<file path="src/rtl/secuenciador_rtc_if.sv">
// Read bus between the readout sequencer and the RTC interface.
// Single outstanding request with a level handshake: the master holds req/addr
// until ack is seen, and data_in is valid on the edge where ack is high.
interface secuenciador_rtc_if;
    logic       req;
    logic [7:0] addr;
    logic       ack;
    logic [7:0] data_in;

    modport master (output req, output addr, input ack, input data_in);
    modport slave  (input req, input addr, output ack, output data_in);
endinterface

</file>
<file path="src/rtl/secuenciador_rtc.sv">
// RTC readout sequencer: walks the fixed RTC address table, issues one bus read
// per register and loads each returned byte into the register bank through the
// shared 'entrada' bus with a one-cycle enable. Reads that are not acknowledged
// within TIMEOUT cycles are abandoned and flagged in 'error'.
module secuenciador_rtc #(
    parameter int TIMEOUT = 64
) (
    input  logic                      clk,
    input  logic                      reset,
    input  logic                      start,
    input  logic                      modo,
    secuenciador_rtc_if.master        bus,
    output logic [7:0]                entrada,
    output logic                      en_seg,
    output logic                      en_min,
    output logic                      en_hora,
    output logic                      en_dia,
    output logic                      en_mes,
    output logic                      en_anio,
    output logic                      en_seg_tim,
    output logic                      en_min_tim,
    output logic                      en_hora_tim,
    output logic                      busy,
    output logic                      done,
    output logic [8:0]                error
);

    typedef enum logic [1:0] {
        S_IDLE = 2'd0,
        S_REQ  = 2'd1,
        S_LOAD = 2'd2,
        S_DONE = 2'd3
    } state_t;

    // Last counter value of a read: a timed-out read spans exactly TIMEOUT cycles.
    localparam logic [7:0] CNT_LAST = 8'(TIMEOUT - 1);
    // Both modes end on hora_tim; the mode only selects the starting index.
    localparam logic [3:0] IDX_LAST = 4'd8;
    localparam logic [3:0] IDX_FULL = 4'd0;
    localparam logic [3:0] IDX_TIM  = 4'd6;

    // RTC address for each bank index, in readout order.
    function automatic logic [7:0] addr_of(input logic [3:0] i);
        logic [7:0] a;
        case (i)
            4'd0:    a = 8'h21;
            4'd1:    a = 8'h22;
            4'd2:    a = 8'h23;
            4'd3:    a = 8'h24;
            4'd4:    a = 8'h25;
            4'd5:    a = 8'h26;
            4'd6:    a = 8'h41;
            4'd7:    a = 8'h42;
            4'd8:    a = 8'h43;
            default: a = 8'h00;
        endcase
        return a;
    endfunction

    state_t     state_q;
    logic [3:0] idx_q;
    logic [7:0] cnt_q;
    logic       req_q;
    logic [7:0] addr_q;
    logic [7:0] entrada_q;
    logic [8:0] en_q;
    logic       busy_q;
    logic       done_q;
    logic [8:0] error_q;

    logic [3:0] idx_d;
    logic [7:0] addr_d;
    logic [3:0] idx_start_d;
    logic       last_s;
    logic       expired_s;

    // Next-index helpers shared by the timeout and load transitions.
    always_comb begin
        idx_d       = idx_q + 4'd1;
        addr_d      = addr_of(idx_d);
        idx_start_d = modo ? IDX_TIM : IDX_FULL;
        last_s      = (idx_q == IDX_LAST);
        expired_s   = (cnt_q == CNT_LAST);
    end

    // Sequencer FSM; every output is a register updated here.
    always_ff @(posedge clk) begin
        if (!reset) begin
            state_q   <= S_IDLE;
            idx_q     <= 4'd0;
            cnt_q     <= 8'd0;
            req_q     <= 1'b0;
            addr_q    <= 8'h00;
            entrada_q <= 8'h00;
            en_q      <= 9'd0;
            busy_q    <= 1'b0;
            done_q    <= 1'b0;
            error_q   <= 9'd0;
        end else begin
            case (state_q)
                S_IDLE: begin
                    en_q   <= 9'd0;
                    done_q <= 1'b0;
                    if (start) begin
                        idx_q   <= idx_start_d;
                        addr_q  <= addr_of(idx_start_d);
                        cnt_q   <= 8'd0;
                        error_q <= 9'd0;
                        req_q   <= 1'b1;
                        busy_q  <= 1'b1;
                        state_q <= S_REQ;
                    end else begin
                        req_q   <= 1'b0;
                        busy_q  <= 1'b0;
                        state_q <= S_IDLE;
                    end
                end
                S_REQ: begin
                    // ack takes priority over an expiring counter on the same edge
                    if (bus.ack) begin
                        entrada_q <= bus.data_in;
                        en_q      <= 9'd1 << idx_q;
                        req_q     <= 1'b0;
                        state_q   <= S_LOAD;
                    end else if (expired_s) begin
                        error_q <= error_q | (9'd1 << idx_q);
                        if (last_s) begin
                            req_q   <= 1'b0;
                            done_q  <= 1'b1;
                            state_q <= S_DONE;
                        end else begin
                            // req stays high; only the address moves on
                            idx_q   <= idx_d;
                            addr_q  <= addr_d;
                            cnt_q   <= 8'd0;
                            state_q <= S_REQ;
                        end
                    end else begin
                        cnt_q   <= cnt_q + 8'd1;
                        state_q <= S_REQ;
                    end
                end
                S_LOAD: begin
                    en_q <= 9'd0;
                    if (last_s) begin
                        done_q  <= 1'b1;
                        state_q <= S_DONE;
                    end else begin
                        idx_q   <= idx_d;
                        addr_q  <= addr_d;
                        cnt_q   <= 8'd0;
                        req_q   <= 1'b1;
                        state_q <= S_REQ;
                    end
                end
                S_DONE: begin
                    done_q  <= 1'b0;
                    busy_q  <= 1'b0;
                    state_q <= S_IDLE;
                end
                default: begin
                    req_q   <= 1'b0;
                    en_q    <= 9'd0;
                    busy_q  <= 1'b0;
                    done_q  <= 1'b0;
                    state_q <= S_IDLE;
                end
            endcase
        end
    end

    assign bus.req     = req_q;
    assign bus.addr    = addr_q;
    assign entrada     = entrada_q;
    assign en_seg      = en_q[0];
    assign en_min      = en_q[1];
    assign en_hora     = en_q[2];
    assign en_dia      = en_q[3];
    assign en_mes      = en_q[4];
    assign en_anio     = en_q[5];
    assign en_seg_tim  = en_q[6];
    assign en_min_tim  = en_q[7];
    assign en_hora_tim = en_q[8];
    assign busy        = busy_q;
    assign done        = done_q;
    assign error       = error_q;

endmodule

</file>
<file path="src/flat_wrapper.sv">
// flat-port wrapper written by rule: the top's interface ports become plain ports
module secuenciador_rtc_flat 
#(
    parameter int TIMEOUT = 64
)
  (clk, reset, start, modo, entrada, en_seg, en_min, en_hora, en_dia, en_mes, en_anio, en_seg_tim, en_min_tim, en_hora_tim, busy, done, error, bus_req, bus_addr, bus_ack, bus_data_in);
  secuenciador_rtc_if bus_i ();
  input  logic clk;
  input  logic reset;
  input  logic start;
  input  logic modo;
  output logic [7:0] entrada;
  output logic en_seg;
  output logic en_min;
  output logic en_hora;
  output logic en_dia;
  output logic en_mes;
  output logic en_anio;
  output logic en_seg_tim;
  output logic en_min_tim;
  output logic en_hora_tim;
  output logic busy;
  output logic done;
  output logic [8:0] error;
  output wire logic [$bits(bus_i.req)-1:0] bus_req;
  output wire logic [$bits(bus_i.addr)-1:0] bus_addr;
  input wire logic [$bits(bus_i.ack)-1:0] bus_ack;
  input wire logic [$bits(bus_i.data_in)-1:0] bus_data_in;
  assign bus_req = bus_i.req;
  assign bus_addr = bus_i.addr;
  assign bus_i.ack = bus_ack;
  assign bus_i.data_in = bus_data_in;
  secuenciador_rtc #(.TIMEOUT(TIMEOUT)) u_core (.clk(clk), .reset(reset), .start(start), .modo(modo), .bus(bus_i), .entrada(entrada), .en_seg(en_seg), .en_min(en_min), .en_hora(en_hora), .en_dia(en_dia), .en_mes(en_mes), .en_anio(en_anio), .en_seg_tim(en_seg_tim), .en_min_tim(en_min_tim), .en_hora_tim(en_hora_tim), .busy(busy), .done(done), .error(error));
endmodule
</file>
<file path="config.mk">
export PLATFORM = sky130hd
export DESIGN_NAME = secuenciador_rtc_flat
export DESIGN_NICKNAME = d
export VERILOG_FILES = /design/src/rtl/secuenciador_rtc_if.sv /design/src/rtl/secuenciador_rtc.sv /design/src/flat_wrapper.sv
export SDC_FILE = /design/constraint.sdc
export NUM_CORES = 1
export LEC_CHECK = 0
export ABC_AREA = 1
export CORE_MARGIN = 2
export CORE_UTILIZATION = 53
export DETAILED_ROUTE_END_ITERATION = 10
export GPL_TIMING_DRIVEN = 1
export PLACE_DENSITY_LB_ADDON = 0.08
export SYNTH_ARGS = -nofsm -noshare
export SYNTH_HDL_FRONTEND = slang
export SYNTH_SLANG_ARGS = --single-unit
</file>
<file path="constraint.sdc">
create_clock -name clk -period 5.4 [get_ports clk]
set_clock_uncertainty 0.15 [all_clocks]
set_input_delay 0.81 -clock clk [delete_from_list [all_inputs] [get_ports clk]]
set_output_delay 0.81 -clock clk [all_outputs]
set_load 0.05 [all_outputs]
</file>
==> impl_metrics.py <==
metrics = {
    "yosys": {
        "seq_area_frac_synth_pct": 39.4,
        "synth_top_area_cell": "dfxtp_1",
        "synth-seq-cells": 48,
        "ys.warnings.count": 0,
        "synthCells": 351,
        "netlist-cell-type-count": 29,
        "ys_top_cells_by_area": "dfxtp_1 39%, nand2_1 13%, a21oi_1 8.2%",
        "post_synth.cell_area_avg_um2": 6.95,
        "synth_area_um2": 2440,
        "netlist.area_leader.share_pct": 39.4,
    },
    "sta": {
        "tightestPinTransition_ns": 0.804,
        "finalHoldViolations": 0,
        "max_freq_mhz": 371,
        "setup_viol": 0,
        "min_period_ns": 2.70,
        "rsz0062_at_grt": "no",
        "period_share_pct": 50.0,
        "finalSetupTns_ns": 0,
        "relSlewSlack_pct": 46.3,
        "slew_violations": 0,
    },
    "clock_network": {
        "ctsLongestPathBuffers": 2,
        "clock_latency_ns": 0.31,
        "cts_root_buf": "clkbuf_8",
        "cts_setup_buffers": 0,
        "h-tree-depth": 2,
        "cts_sinks": 48,
        "cts.hold.buffers_added": 0,
        "cts_buffers": 5,
        "cts_tree": "yes",
        "post_cts_resized": 0,
        "clkSlewWorstSetupHoldPaths_ns": 0.10,
    },
    "route": {
        "drc": 0,
        "route.detailed.wl_per_inst_um": 12.3,
        "routed_wirelength_um": 5500,
        "dr.pass1.iters": 5,
        "antenna_left": 0,
        "vias": 2348,
        "avgViaCountPerCell": 5.26,
        "dr.first_iter.drc_count": 250,
    },
    "cells_and_area": {
        "area_delta_synth_final_pct": 24.8,
        "nets": 419,
        "fin_cells": 446,
        "fin_util_pct": 69.4,
        "drive_gt1_share_pct": 6.09,
        "insertedDiodeCount": 0,
    },
    "placement": {
        "gp_congestion": 0.906,
        "portBuffers": 46,
        "dp.cells": 438,
        "hpwl_um": 3860,
    },
    "critical_path": {
        "cpPeakStageDelay_ns": 0.43,
        "reg2reg_slack_ns": 2.79,
        "reg2reg_from": "u_core.state_q[1]",
        "slowest_stage": "nand3_1",
        "path_class": "input port to register",
        "critical_path.max_fanout": 14,
        "path_delay_family": "simple AND/OR/NAND/NOR gates",
        "worstPathCellList": "clkdlybuf4s50_1, nand2_1, nand3_1, nor2_1, nand2_4, inv_2, nand2_2, a21oi_1, nor2_1",
        "r2r_end": "u_core.idx_q[1]",
        "crit_path_frequent_cell": "nor2_1",
        "crit_path_start": "bus_ack",
        "worstPathRequired_ns": 5.45,
        "start_kind": "input port",
        "end_kind": "register",
        "cp.buffers_inverters": 2,
        "reg2reg_depth": 10,
        "path_depth": 9,
        "crit_end": "u_core.idx_q[1]",
        "crit_arrival_ns": 2.75,
    },
    "floorplan": {
        "coreArea_um2": 4380,
        "row_count": 24,
        "start_util_pct": 55.6,
        "pin_count": 50,
        "die_x_um": 71.8,
        "dieHeight_um": 71.8,
        "die_area_um2": 5160,
    },
    "grt": {
        "grt_overflow": 0,
        "antenna_found_initial": 0,
        "grt_first_pass_wirelength_um": 9410,
        "grt_pass1_vias": 2091,
        "track_usage_pct": 22.7,
        "grt_max_degree": 25,
    },
    "outcome": {
        "status": "completed",
    },
    "pwr": {
        "irDropWorstVdd_mv": 0.196,
        "power_leakage_uw": 0.00121,
        "power_density_nw_per_um2": 287,
    },
    "flow_run": {
        "maxCapViolations": 0,
    },
    "worst_hold_path": {
        "hold_class": "register to register",
    },
}
[how the worst min path moves through the flow]
stage	from	to	slack, ns	cells past startpoint
2_1_floorplan	u_core.cnt_q[6]	u_core.cnt_q[6]	0.33	2
3_3_place_gp	u_core.error[6]	u_core.error[6]	0.29	2
3_5_place_dp	u_core.error[0]	u_core.error[0]	0.29	2
4_1_cts	u_core.error[0]	u_core.error[0]	0.30	2
5_1_grt	u_core.error[6]	u_core.error[6]	0.33	2
6_report	u_core.error[0]	u_core.error[0]	0.30	2
[synthesized netlist by cell type, drive strengths merged]
cell and instances:
clkbuf 6, a31oi 1, xnor2 1, dfxtp 48, a211oi 1, nand2 92, o21a 1, nor3 8
or2 1, nand3 18, nand4 4, nor2 47, conb 1, inv 40, o2111ai 1, buf 7
ha 13, xor2 1, a21oi 41, o21ai 19
[through the flow]
stage | hold WS [ns] | area [µm²] | setup WS (ns) | power [µW]
floorplan | 0.333 | 2450 | 3.50 | 517
finish | 0.302 | 3040 | 2.70 | 875
global route | 0.328 | 3040 | 2.51 | 910
detailed placement | 0.289 | 2910 | 2.38 | 568
global placement | 0.286 | 2910 | 2.42 | 567
CTS | 0.304 | 3040 | 2.71 | 877
[report_power, final]
group	leakage (µW)	switching, µW	total (µW)	internal (µW)
Combinational	0.000755	124	180	56.6
Sequential	0.000390	12.9	382	369
Clock	0.0000687	126	312	186
Total	0.00121	262	875	612
[routing by layer]
metal	GRT usage [%]	part of all wire [%]
met1	30.9	46
met2	35.4	45
met3	5.20	7.2
met4	7.97	1.5
met5	0	0
[flip-flops by register name, summed over array words and instances, names as in the netlist]
signal / cells
u_core.idx_q: 4
u_core.error: 9
u_core.bus.addr: 5
u_core.entrada: 8
u_core.cnt_q: 8
u_core.state_q: 2
u_core.busy: 1
u_core.en_q: 9
u_core.done: 1
u_core.bus.req: 1
[cell type report]
class                      instances  area [µm²]
timing repair buffer              46         460
fill                             378        1340
sequential                        48         961
inverter                          40         150
clock buffer                       5        68.8
multi-input combinational        252        1270
tap                               52        65.1
clock inverter                     3        68.8
[cells in the final DEF, fill, tap and decap left out, types with 2 or more instances in the layout]
master and instances:
clkdlybuf4s50_1 46, o21ai_0 19, dfxtp_1 48, nand2_4 2
bufinv_16 2, nand3_1 17, nand2_1 87, a21oi_1 40
conb_1 3, inv_2 2, nand2_2 3, nor3_1 7
clkbuf_8 5, nor2_4 2, nor2_1 42, inv_1 38
ha_1 13, nor2_2 3, nand4_1 4
[kinds of logic after synthesis]
family          Yosys count  synth area share (%)
compound gates           64                  13.7
xor+xnor                  2                 0.718
simple gates            170                  30.5
buf+inv                  53                  8.83
fa+ha+maj                13                  6.67
other cells               1                 0.154
flops                    48                  39.4
[worst reg2reg max path: stages (launching register included)]
cell     delay [ns]
dfxtp_1        0.37
inv_1          0.09
ha_1           0.32
nand2_1        0.38
nand3_1        0.43
nor2_1         0.30
nand2_4        0.13
inv_2          0.11
nand2_2        0.07
a21oi_1        0.11
nor2_1         0.05
No activity file was read; power rests on OpenSTA's default activity.
